### config.mk
export PLATFORM = sky130hd
export DESIGN_NAME = pending_bit_server_flat
export DESIGN_NICKNAME = d
export VERILOG_FILES = /design/src/rtl/pending_bit_server_pkg.sv /design/src/rtl/pending_bit_server_if.sv /design/src/rtl/pending_bit_server_lowest_one_mask.sv /design/src/rtl/pending_bit_server.sv /design/src/flat_wrapper.sv
export SDC_FILE = /design/constraint.sdc
export NUM_CORES = 1
export LEC_CHECK = 0
export CAP_MARGIN = 0
export CORE_MARGIN = 3
export CORE_UTILIZATION = 43
export DETAILED_ROUTE_END_ITERATION = 6
export HOLD_SLACK_MARGIN = 0.1
export PLACE_DENSITY = 0.88
export SLEW_MARGIN = 20
export SYNTH_ARGS = -nofsm -noshare
export SYNTH_HDL_FRONTEND = slang
export SYNTH_SLANG_ARGS = --single-unit
### constraint.sdc
create_clock -name clk -period 5.5 [get_ports clk]
set_input_delay 1.1 -clock clk [delete_from_list [all_inputs] [get_ports clk]]
set_output_delay 1.1 -clock clk [all_outputs]
set_load 0.02 [all_outputs]
### src/rtl/pending_bit_server_pkg.sv
// Shared types and helpers for the pending-bit server: state encoding,
// one-hot to binary index conversion and population count.
package pending_bit_server_pkg;

    // Helpers operate on a fixed maximum width; callers zero-extend narrower words.
    localparam int unsigned MAXW = 64;

    typedef enum logic {
        ST_EMPTY   = 1'b0,
        ST_PRESENT = 1'b1
    } state_t;

    function automatic int unsigned onehot_to_index(input logic [MAXW-1:0] v);
        int unsigned r;
        r = 0;
        for (int unsigned i = 0; i < MAXW; i++) begin
            if (v[i]) r = r | i;
        end
        return r;
    endfunction

    function automatic int unsigned popcount(input logic [MAXW-1:0] v);
        int unsigned r;
        r = 0;
        for (int unsigned i = 0; i < MAXW; i++) begin
            r = r + 32'(v[i]);
        end
        return r;
    endfunction

endpackage

### src/rtl/pending_bit_server_if.sv
// Event input, grant output and status signals of the pending-bit server.
interface pending_bit_server_if #(
    parameter int unsigned WIDTH = 16,
    parameter int unsigned IDXW  = 4
) ();
    logic             in_valid;
    logic [WIDTH-1:0] in_bits;
    logic             flush;
    logic             out_valid;
    logic             out_ready;
    logic [WIDTH-1:0] out_onehot;
    logic [IDXW-1:0]  out_index;
    logic [WIDTH-1:0] pending;
    logic [IDXW:0]    pending_cnt;

    modport master (
        output in_valid, in_bits, flush, out_ready,
        input  out_valid, out_onehot, out_index, pending, pending_cnt
    );

    modport slave (
        input  in_valid, in_bits, flush, out_ready,
        output out_valid, out_onehot, out_index, pending, pending_cnt
    );
endinterface

### src/rtl/pending_bit_server_lowest_one_mask.sv
// Isolates the lowest set bit of a word; an all-zero word yields zero.
module lowest_one_mask #(
    parameter int unsigned WIDTH = 16
) (
    input  logic [WIDTH-1:0] in,
    output logic [WIDTH-1:0] out
);
    // Two's-complement trick: in & -in keeps only the lowest set bit.
    assign out = in & (~in + WIDTH'(1));
endmodule

### src/rtl/pending_bit_server.sv
// Accumulates event bits into a pending register and serves them one at a
// time, lowest bit first, as a registered one-hot grant plus binary index.
module pending_bit_server
    import pending_bit_server_pkg::*;
#(
    parameter int unsigned WIDTH = 16,
    parameter int unsigned IDXW  = 4
) (
    input  logic                 clk,
    input  logic                 reset,
    pending_bit_server_if.slave  bus
);
    localparam int unsigned CNTW = IDXW + 1;

    state_t           state;
    logic             valid_q;
    logic [WIDTH-1:0] onehot_q;
    logic [IDXW-1:0]  index_q;
    logic [WIDTH-1:0] pending_q;
    logic [CNTW-1:0]  cnt_q;

    logic [WIDTH-1:0] sel;
    logic [WIDTH-1:0] pending_nxt;
    logic             free;

    lowest_one_mask #(.WIDTH(WIDTH)) u_lowest (
        .in  (pending_q),
        .out (sel)
    );

    // While presenting, out_valid is high, so a handshake reduces to out_ready.
    assign free = (state == ST_EMPTY) || bus.out_ready;

    // Removal is applied before the OR so a same-edge set of the moved bit wins.
    always_comb begin
        pending_nxt = pending_q & ~(free ? sel : '0);
        if (bus.in_valid) begin
            pending_nxt = pending_nxt | bus.in_bits;
        end
    end

    always_ff @(posedge clk) begin
        if (reset || bus.flush) begin
            state     <= ST_EMPTY;
            valid_q   <= 1'b0;
            onehot_q  <= '0;
            index_q   <= '0;
            pending_q <= '0;
            cnt_q     <= '0;
        end else begin
            pending_q <= pending_nxt;
            cnt_q     <= CNTW'(popcount(MAXW'(pending_nxt)));
            if (free) begin
                if (sel != '0) begin
                    state    <= ST_PRESENT;
                    valid_q  <= 1'b1;
                    onehot_q <= sel;
                    index_q  <= IDXW'(onehot_to_index(MAXW'(sel)));
                end else begin
                    state    <= ST_EMPTY;
                    valid_q  <= 1'b0;
                    onehot_q <= '0;
                    index_q  <= '0;
                end
            end
        end
    end

    assign bus.out_valid   = valid_q;
    assign bus.out_onehot  = onehot_q;
    assign bus.out_index   = index_q;
    assign bus.pending     = pending_q;
    assign bus.pending_cnt = cnt_q;

endmodule
### src/flat_wrapper.sv
// flat-port wrapper written by rule: the top's interface ports become plain ports
module pending_bit_server_flat import pending_bit_server_pkg::*;
#(
    parameter int unsigned WIDTH = 16,
    parameter int unsigned IDXW  = 4
)
  (clk, reset, bus_in_valid, bus_in_bits, bus_flush, bus_out_ready, bus_out_valid, bus_out_onehot, bus_out_index, bus_pending, bus_pending_cnt);
  pending_bit_server_if #(.WIDTH(WIDTH), .IDXW(IDXW)) bus_i ();
  input  logic clk;
  input  logic reset;
  input wire logic [$bits(bus_i.in_valid)-1:0] bus_in_valid;
  input wire logic [$bits(bus_i.in_bits)-1:0] bus_in_bits;
  input wire logic [$bits(bus_i.flush)-1:0] bus_flush;
  input wire logic [$bits(bus_i.out_ready)-1:0] bus_out_ready;
  output wire logic [$bits(bus_i.out_valid)-1:0] bus_out_valid;
  output wire logic [$bits(bus_i.out_onehot)-1:0] bus_out_onehot;
  output wire logic [$bits(bus_i.out_index)-1:0] bus_out_index;
  output wire logic [$bits(bus_i.pending)-1:0] bus_pending;
  output wire logic [$bits(bus_i.pending_cnt)-1:0] bus_pending_cnt;
  assign bus_i.in_valid = bus_in_valid;
  assign bus_i.in_bits = bus_in_bits;
  assign bus_i.flush = bus_flush;
  assign bus_i.out_ready = bus_out_ready;
  assign bus_out_valid = bus_i.out_valid;
  assign bus_out_onehot = bus_i.out_onehot;
  assign bus_out_index = bus_i.out_index;
  assign bus_pending = bus_i.pending;
  assign bus_pending_cnt = bus_i.pending_cnt;
  pending_bit_server #(.WIDTH(WIDTH), .IDXW(IDXW)) u_core (.clk(clk), .reset(reset), .bus(bus_i));
endmodule
### After elaboration in Yosys (flattened, before gate mapping)

Index checks and enable logic that the tools add are counted.

| storage, ports and cells | value |
|---|---|
| register bits after elaboration | 42 |
| input port bits | 21 |
| output and inout port bits | 42 |
| logic and storage cells | 50 |

| operators by class | value |
|---|---|
| $add $sub $neg | 16 |
| muxes and demuxes | 20 |
| bitwise gates (word level) | 6 |
| reduce and logical (&&, ||, !) cells | 3 |

Operators by type and width:

| cell | count |
|---|---|
| adder 5 x 1 -> 5 bit | 14 |
| two-way mux 16 bit | 3 |
| two-way mux 4 bit | 9 |
| AND 16 bit | 2 |
| NOT 16 bit | 2 |
| adder 16 x 1 -> 16 bit, second input constant | 1 |
| OR 16 bit | 1 |
| nonzero test 16 bit | 1 |
| two-way mux 3 bit | 4 |
| two-way mux 2 bit | 2 |
| adder 1 x 1 -> 2 bit | 1 |
| logical OR 1 bit | 2 |
| two-way mux 1 bit | 2 |
| NOT 1 bit | 1 |

### Longest topological paths before layout

Gate-level depths: netlist of the first run.

| logic depth | value |
|---|---|
| depth after elaboration | 23 |
| gate-level depth with buffers | 17 |
| mapped depth without buffers | 15 |

### By module

From an unflattened synthesis of the first run, not the netlist that was laid out.

| second synthesis, totals | value |
|---|---|
| cells, all modules | 275 |
| area total of the unflattened synthesis | 2193.4 µm² |

By module, submodules not included:

| module | times used | cells an instance | area each (µm²) | seq. area each (µm²) |
|---|---|---|---|---|
| pending_bit_server | 1 | 244 | 1956.9 | 840.8 |
| lowest_one_mask | 1 | 31 | 236.5 | 0.0 |

### Worst setup path before layout of the first run

Ideal clock, no wire load.

| path | value |
|---|---|
| path kind | input port to flip-flop |
| start point | input bus_out_ready |
| end point | register u_core.cnt_q[4] (netlist: u_core.bus.pending_cnt[4]) |
| library setup time | 0.115 ns |
| arrival | 5.258 ns |
| required time | 5.385 ns |
| setup slack | 0.127 ns |
| stages | 15 |
| path buffers | 1 |
| cells stage by stage | nor2b_1 -> clkbuf_1 -> o21ai_0 -> nand2_1 -> ha_1 -> fa_1 -> fa_1 -> fa_1 -> inv_1 -> fa_1 -> inv_1 -> fa_1 -> fa_1 -> a21oi_1 -> nor2_1 |

| between the ends | value |
|---|---|
| longest elaborated chain between the ends | 21 |

RTL lines:

| item | line | text |
|---|---|---|
| from (decl) | flat_wrapper.sv:14 | `input wire logic [$bits(bus_i.out_ready)-1:0] bus_out_ready;` |
| logical OR 1 bit * | pending_bit_server.sv:32 | `assign free = (state == ST_EMPTY) \|\| bus.out_ready;` |
| two-way mux 16 bit * | pending_bit_server.sv:36 | `pending_nxt = pending_q & ~(free ? sel : '0);` |
| NOT 16 bit * | pending_bit_server.sv:36 |  |
| AND 16 bit * | pending_bit_server.sv:36 |  |
| OR 16 bit | pending_bit_server.sv:38 | `pending_nxt = pending_nxt \| bus.in_bits;` |
| two-way mux 16 bit * | pending_bit_server.sv:37 | `if (bus.in_valid) begin` |
| via u_core.pending_nxt[1] | pending_bit_server.sv:23 | `logic [WIDTH-1:0] pending_nxt;` |
| adder 1 x 1 -> 2 bit * | pending_bit_server_pkg.sv:26 | `r = r + 32'(v[i]);` |
| adder 5 x 1 -> 5 bit * (14 in series) | pending_bit_server_pkg.sv:26 |  |
| to (signal assigned) | pending_bit_server.sv:52 | `cnt_q <= CNTW'(popcount(MAXW'(pending_nxt)));` |
| to (decl) | pending_bit_server.sv:20 | `logic [CNTW-1:0] cnt_q;` |

Mark *: on every way through the listed nets, which the timed path passes. The rest lies on a longest branch.
A chain may end at the register's enable or synchronous reset.

### Final worst setup path of the first run

| path | value |
|---|---|
| start point | input bus_in_valid |
| end point | register u_core.cnt_q[2] (netlist: u_core.bus.pending_cnt[2]) |

| between the ends | value |
|---|---|
| elaborated cells between the ends (all ways) | 16 |
| classes of those cells | add/sub: 15; mux: 1 |

RTL lines:

| item | line | text |
|---|---|---|
| from (decl) | flat_wrapper.sv:11 | `input wire logic [$bits(bus_i.in_valid)-1:0] bus_in_valid;` |
| two-way mux 16 bit | pending_bit_server.sv:37 |  |
| via u_core.pending_nxt[10] | pending_bit_server.sv:23 |  |
| adder 5 x 1 -> 5 bit (6 in series) | pending_bit_server_pkg.sv:26 |  |

The timed path passes the listed nets, and every way through them passes these cells.

==> impl_metrics.py, run 1 <==
metrics = {
    "logic_synthesis": {
        "seq_area_frac_synth_pct": 38.93,
        "ys_ff_latch": 42,
        "ys_async_sr_fraction_pct": 0,
        "synth_cell_type_count": 43,
        "syn_inst": 245,
        "yosys_warnings": 0,
        "synth-edff-count": 0,
        "ys_dominant_reg_cell": "dfxtp_1",
        "synth_fp_nets": 281,
        "synth_area_um2": 2160,
        "avgSynthCellArea_um2": 8.815,
    },
    "cells_and_area": {
        "nFillCells": 395,
        "multi_input_area_um2": 1249,
        "drive_above_1_share_pct": 13.06,
        "finalNetCount": 349,
        "post-route-util_pct": 63.63,
        "area.sequential_um2": 840.8,
        "num_antenna_cells": 0,
        "instances_no_fill": 381,
        "syn2layout_area_growth_pct": 41.02,
    },
    "die": {
        "dieArea_um2": 5908,
        "start_util_pct": 45.12,
        "core_area_um2": 4786,
        "die_w_um": 76.87,
        "chipHeight_um": 76.87,
        "num_rows": 25,
        "io-pin-count": 63,
    },
    "place": {
        "place_congestion": 0.9339,
        "post-place-cells": 372,
        "io_buffers": 62,
        "dp_hpwl_mm": 4.510,
    },
    "pwr": {
        "p_per_area_nw_per_um2": 283.4,
        "ir_worst_vdd_v": 0.0001338,
        "total_power_mw": 0.8630,
        "leakagePower_nw": 1.207,
    },
    "worst_setup_path": {
        "crit_arrival_ps": 5300,
        "cp.required_ps": 5680,
        "path_class": "in -> reg",
        "crit_path_start_kind": "input port",
        "endpoint_kind": "flop",
        "cp_max_fo": 18,
    },
    "cts": {
        "cts_tree": "done",
        "cts_num_sinks": 42,
        "hold_buffers": 0,
        "htree_levels": 2,
        "clock_path_buffers": 2,
        "clk_pin_slew_ps": 80,
        "cts_made_buffers": 5,
        "root_buffer": "clkbuf_8",
        "clkLatencyLatePin_ps": 300,
    },
    "global_routing": {
        "grt_pass1_vias": 2026,
        "grt_max_degree": 26,
        "antenna_found_initial": 0,
        "grt_pass1_wl_mm": 9.963,
        "grt_usage_pct": 20.82,
        "grt_overflow_total": 0,
    },
    "sta": {
        "tightestPinTransition_ps": 800.4,
        "finalCriticalPeriod_ps": 5125,
        "max_freq_mhz": 195.1,
        "setup_tns_ps": 0,
        "finalMaxSlewViolations": 0,
        "slew_headroom_pct": 46.58,
        "hold_violations": 0,
        "skew_ps": 6.919,
        "holdWs_ps": 457.0,
        "finalCritPeriodShare_pct": 93.18,
        "rsz0062_at_grt": "no",
        "setup-violations-final": 0,
    },
    "routing": {
        "detail-route-antenna-nets": 0,
        "via_count": 2193,
        "via_per_inst": 5.756,
        "drcViolationCount": 0,
        "wirelength_mm": 6.275,
        "drt_iter0_markers": 247,
        "dr.pass1.iters": 5,
        "wl_per_cell_um": 16.47,
    },
    "flow_run": {
        "drv_cap": 0,
    },
    "status": {
        "outcome": "complete, no violations",
    },
    "hold_path": {
        "worst_hold_path_type": "reg -> reg",
    },
}
## flip-flops by register name, indices dropped and copies added, names as in the netlist
register	flops
u_core.bus.out_onehot	16
u_core.bus.pending	16
u_core.bus.out_index	4
u_core.state	1
u_core.bus.pending_cnt	5
## per-stage QoR
step           instance area (um2)  setup slack, ps
2_1_floorplan                 2160            126.9
3_3_place_gp                  2903           -320.1
3_5_place_dp                  2905           -458.7
4_1_cts                       3014            24.59
5_1_grt                       3045            168.1
6_report                      3045            375.3
## critical path, cell delays in order
cell	delay [ps]
clkdlybuf4s50_1	520
buf_4	260
a21oi_1	140
nor2_1	170
fa_1	460
fa_1	530
fa_1	540
inv_1	50
fa_1	500
inv_1	50
fa_2	360
fa_2	410
xnor2_2	150
nor2_1	50
## worst paths after layout
check / from / slack [ps] / end / cells after the start
worst max-delay path: bus_in_valid / 380 / u_core.bus.pending_cnt[2]$_SDFF_PP0_ / 14
worst min-delay path: u_core.bus.out_onehot[0]$_SDFFE_PP0P_ / 460 / u_core.bus.out_onehot[0]$_SDFFE_PP0P_ / 2
worst max register to register: u_core.bus.pending[4]$_SDFF_PP0_ / 520 / u_core.bus.pending_cnt[2]$_SDFF_PP0_ / 14
worst min register to register: u_core.bus.out_onehot[0]$_SDFFE_PP0P_ / 460 / u_core.bus.out_onehot[0]$_SDFFE_PP0P_ / 2
## what timing repair did
item,CTS,global route
pin swaps,1,7
setup buffers,1,0
setup endpoints to repair,4,4
gates resized for setup,3,7
## cell usage in the layout (no fill, tap or decap), types with 2 or more instances in the layout
| master | netlist | final |
|---|---|---|
| a22o_1 | 7 | 7 |
| or4_4 | 1 | 2 |
| or4_1 | 4 | 3 |
| nor2_1 | 19 | 18 |
| a31o_2 | 3 | 3 |
| a31oi_1 | 3 | 3 |
| clkdlybuf4s50_1 | 0 | 61 |
| nor3_1 | 5 | 5 |
| fa_2 | 0 | 2 |
| nand3_1 | 3 | 3 |
| nand2_1 | 32 | 32 |
| nand2b_1 | 3 | 3 |
| nand4_1 | 3 | 3 |
| and3_1 | 3 | 3 |
| a21oi_1 | 20 | 19 |
| fa_1 | 10 | 8 |
| o21ai_0 | 13 | 12 |
| and2_1 | 10 | 10 |
| clkbuf_8 | 0 | 6 |
| o211ai_1 | 2 | 2 |
| dfxtp_1 | 42 | 42 |
| buf_4 | 0 | 13 |
| ha_1 | 5 | 5 |
| nor4b_1 | 2 | 2 |
| nor4_1 | 4 | 4 |
| inv_1 | 12 | 12 |
| a22oi_1 | 4 | 4 |
## cell families after synthesis
| group | after synthesis | synth area share, % |
|---|---|---|
| simple gates | 98 | 23.75 |
| buf+inv | 27 | 4.809 |
| xor+xnor | 2 | 0.8113 |
| flops | 42 | 38.93 |
| fa+ha+maj | 15 | 12.17 |
| compound gates | 61 | 19.53 |
## Yosys cell counts (3+ instances only)
cell,instances,share of area (%)
a21oi_1,20,4.6
a22o_1,7,2.8
a22oi_1,4,1.4
a31o_2,3,1.2
a31oi_1,3,0.87
and2_1,10,2.9
and3_1,3,0.87
clkbuf_1,13,2.3
dfxtp_1,42,39
fa_1,10,9.3
ha_1,5,2.9
inv_1,12,2.1
nand2_1,32,5.6
nand2b_1,3,0.87
nand3_1,3,0.70
nand4_1,3,0.87
nor2_1,19,3.3
nor3_1,5,1.2
nor4_1,4,1.2
o21ai_0,13,3.0
or4_1,4,1.4
## per-layer routing
layer | up-vias | track usage, % | part of all wire [%]
met5 | - | 0 | 0
met4 | 0 | 6.522 | 2.6
li1 | 999 | - | -
met3 | 28 | 3.756 | 8.8
met2 | 141 | 34.49 | 48
met1 | 1025 | 27.45 | 40
## power by group
part	internal, mW	switching (mW)	leakage [nW]
clock	0.101	0.109	0.0472
combinational	0.156	0.162	0.818
sequential	0.321	0.0138	0.341
## final cells by class
cell class	instances	share of cell area (%)
clock buffers	6	2.712
clock inverters	2	0.4108
inverters	12	1.479
multi-input cells	176	41.00
flip-flops and latches	42	27.61
well taps	67	2.753
repair buffers	76	24.03
Note: power is estimated with default switching activity, not from simulation.
==> inputs of run 2 (changes only) <==
--- a/config.mk
+++ b/config.mk
@@ -6,11 +6,13 @@
 export NUM_CORES = 1
 export LEC_CHECK = 0
 export CAP_MARGIN = 0
+export CELL_PAD_IN_SITES_DETAIL_PLACEMENT = 1
+export CELL_PAD_IN_SITES_GLOBAL_PLACEMENT = 1
 export CORE_MARGIN = 3
-export CORE_UTILIZATION = 43
+export CORE_UTILIZATION = 31
 export DETAILED_ROUTE_END_ITERATION = 6
 export HOLD_SLACK_MARGIN = 0.1
-export PLACE_DENSITY = 0.88
+export PLACE_DENSITY = 0.86
 export SLEW_MARGIN = 20
 export SYNTH_ARGS = -nofsm -noshare
 export SYNTH_HDL_FRONTEND = slang
==> impl_metrics.py, run 2 (same netlist as run 1, synthesis figures left out) <==
metrics = {
    "die": {
        "chipHeight_um": 89.47,
        "die_w_um": 89.47,
        "core_area_um2": 6531,
        "start_util_pct": 33.07,
        "num_rows": 29,
        "io-pin-count": 63,
        "dieArea_um2": 8004,
    },
    "worst_setup_path": {
        "crit_chain": "clkdlybuf4s50_1 > a22o_1 > ha_1 > fa_1 > fa_1 > fa_1 > inv_1 > fa_1 > inv_1 > fa_2 > fa_2 > xnor2_2 > nor2_1",
        "endpoint_kind": "flop",
        "crit_buf_inv": 3,
        "path_class": "in -> reg",
        "slowest_delay_ps": 550,
        "cp.required_ps": 5670,
        "cpMostUsedCell": "fa_1",
        "cp_top_family": "adder cells",
        "crit_arrival_ps": 5370,
        "cp_max_fo": 5,
        "slowest_stage": "fa_1",
        "crit_path_start_kind": "input port",
    },
    "cts": {
        "root_buffer": "clkbuf_8",
        "clock_path_buffers": 2,
        "cts_tree": "done",
        "clkLatencyLatePin_ps": 300,
        "cts_num_sinks": 42,
        "clk_pin_slew_ps": 80,
        "htree_levels": 2,
        "cts_made_buffers": 5,
    },
    "flow_run": {
        "drv_cap": 0,
    },
    "routing": {
        "wl_per_cell_um": 17.58,
        "drcViolationCount": 0,
        "drt_iter0_markers": 114,
        "dr.pass1.iters": 4,
        "detail-route-antenna-nets": 0,
        "via_per_inst": 5.303,
        "via_count": 2100,
        "wirelength_mm": 6.963,
    },
    "sta": {
        "setup-violations-final": 0,
        "finalMaxSlewViolations": 0,
        "setup_tns_ps": 0,
        "rsz0062_at_grt": "no",
        "tightestPinTransition_ps": 562.1,
        "slew_headroom_pct": 62.53,
        "finalCritPeriodShare_pct": 94.54,
        "skew_ps": 9.636,
        "holdWs_ps": 456.6,
        "hold_violations": 0,
        "finalCriticalPeriod_ps": 5200,
        "max_freq_mhz": 192.3,
    },
    "cells_and_area": {
        "num_antenna_cells": 0,
        "finalNetCount": 355,
        "final_common_cell": "clkdlybuf4s50_1",
        "postLayoutCellArea_um2": 3095,
        "layout_common_cells": "clkdlybuf4s50_1 (61), dfxtp_1 (42), nand2_1 (32)",
        "post-route-util_pct": 47.39,
        "drive_above_1_share_pct": 14.73,
        "instances_no_fill": 396,
        "syn2layout_area_growth_pct": 43.34,
    },
    "hold_path": {
        "worst_hold_path_type": "reg -> reg",
    },
    "status": {
        "outcome": "complete, no violations",
    },
    "place": {
        "dp_hpwl_mm": 5.197,
        "io_buffers": 62,
        "post-place-cells": 386,
        "place_congestion": 0.8717,
        "dpl_cell_area_um2": 2945,
    },
    "global_routing": {
        "grt_pass1_vias": 2287,
        "grt_max_degree": 26,
        "grt_usage_pct": 18.06,
        "grt_overflow_total": 0,
        "grt_pass1_wl_mm": 11.10,
        "antenna_found_initial": 0,
    },
    "pwr": {
        "ir_worst_vdd_v": 0.0001382,
        "leakagePower_nw": 1.234,
        "p_per_area_nw_per_um2": 278.6,
    },
}
[run 2: worst reg2reg max path: stages (launching register included)]
cell and delay, ps:
dfxtp_1 410, or3_4 460, or4_4 570, a211oi_4 250, nor2_1 90, fa_1 560, fa_1 470, fa_1 550
inv_1 50, fa_1 500, inv_1 60, fa_2 370, fa_2 390, xnor2_2 130, nor2_1 50
[run 2: final cells by class]
type / count / area [um2]
fillers: 755 / 3436
multi-input cells: 176 / 1261
flip-flops and latches: 42 / 840.8
repair buffers: 82 / 773.2
well taps: 77 / 96.34
clock buffers: 5 / 68.82
inverters: 12 / 45.04
clock inverters: 2 / 10.01
[run 2: what timing repair did]
action / 4_1_cts / 5_1_grt
hold buffers: 0 / 0
hold endpoints to repair: 0 / 0
setup endpoints to repair: 4 / 4
pin swaps: 7 / 5
gates resized for setup: 4 / 10
buffers inserted: 1 / 2
[run 2: per-stage QoR]
| stage | worst slack [ps] | power, mW |
|---|---|---|
| after floorplan | 126.9 | 0.5215 |
| after global placement | -319.5 | 0.6278 |
| after detailed placement | -506.3 | 0.6435 |
| after CTS | 11.80 | 0.8450 |
| after global routing | 148.0 | 0.9243 |
| final | 300.1 | 0.8623 |
[run 2: report_power, final]
part	total (mW)	switching (mW)	internal, mW
Combinational	0.330	0.167	0.163
Sequential	0.335	0.0139	0.321
Clock	0.197	0.112	0.0854
Total	0.862	0.293	0.570
[run 2: routing by layer]
metal	global-route usage, %	up-vias	wire [um]
li1	-	1009	-
met1	22.61	1025	3134
met2	31.68	59	3480
met3	2.673	7	286
met4	5.954	0	61
met5	0	-	0
[run 2: worst paths after layout]
| kind | end | startpoint | slack [ps] | cells past startpoint |
|---|---|---|---|---|
| worst max register to register | u_core.bus.pending_cnt[2]$_SDFF_PP0_ | u_core.bus.pending[4]$_SDFF_PP0_ | 470 | 14 |
| worst min-delay path | u_core.bus.out_onehot[15]$_SDFFE_PP0P_ | u_core.bus.out_onehot[15]$_SDFFE_PP0P_ | 460 | 2 |
| worst max-delay path | u_core.bus.pending_cnt[2]$_SDFF_PP0_ | bus_in_valid | 300 | 13 |
| worst min register to register | u_core.bus.out_onehot[15]$_SDFFE_PP0P_ | u_core.bus.out_onehot[15]$_SDFFE_PP0P_ | 460 | 2 |
==> inputs of run 3 (changes only) <==
--- a/config.mk
+++ b/config.mk
@@ -13,7 +13,6 @@
 export DETAILED_ROUTE_END_ITERATION = 6
 export HOLD_SLACK_MARGIN = 0.1
 export PLACE_DENSITY = 0.86
-export SLEW_MARGIN = 20
 export SYNTH_ARGS = -nofsm -noshare
 export SYNTH_HDL_FRONTEND = slang
 export SYNTH_SLANG_ARGS = --single-unit
==> results of run 3 <==
Same layout as run 2: the final DEF is identical, and so are final timing and power.
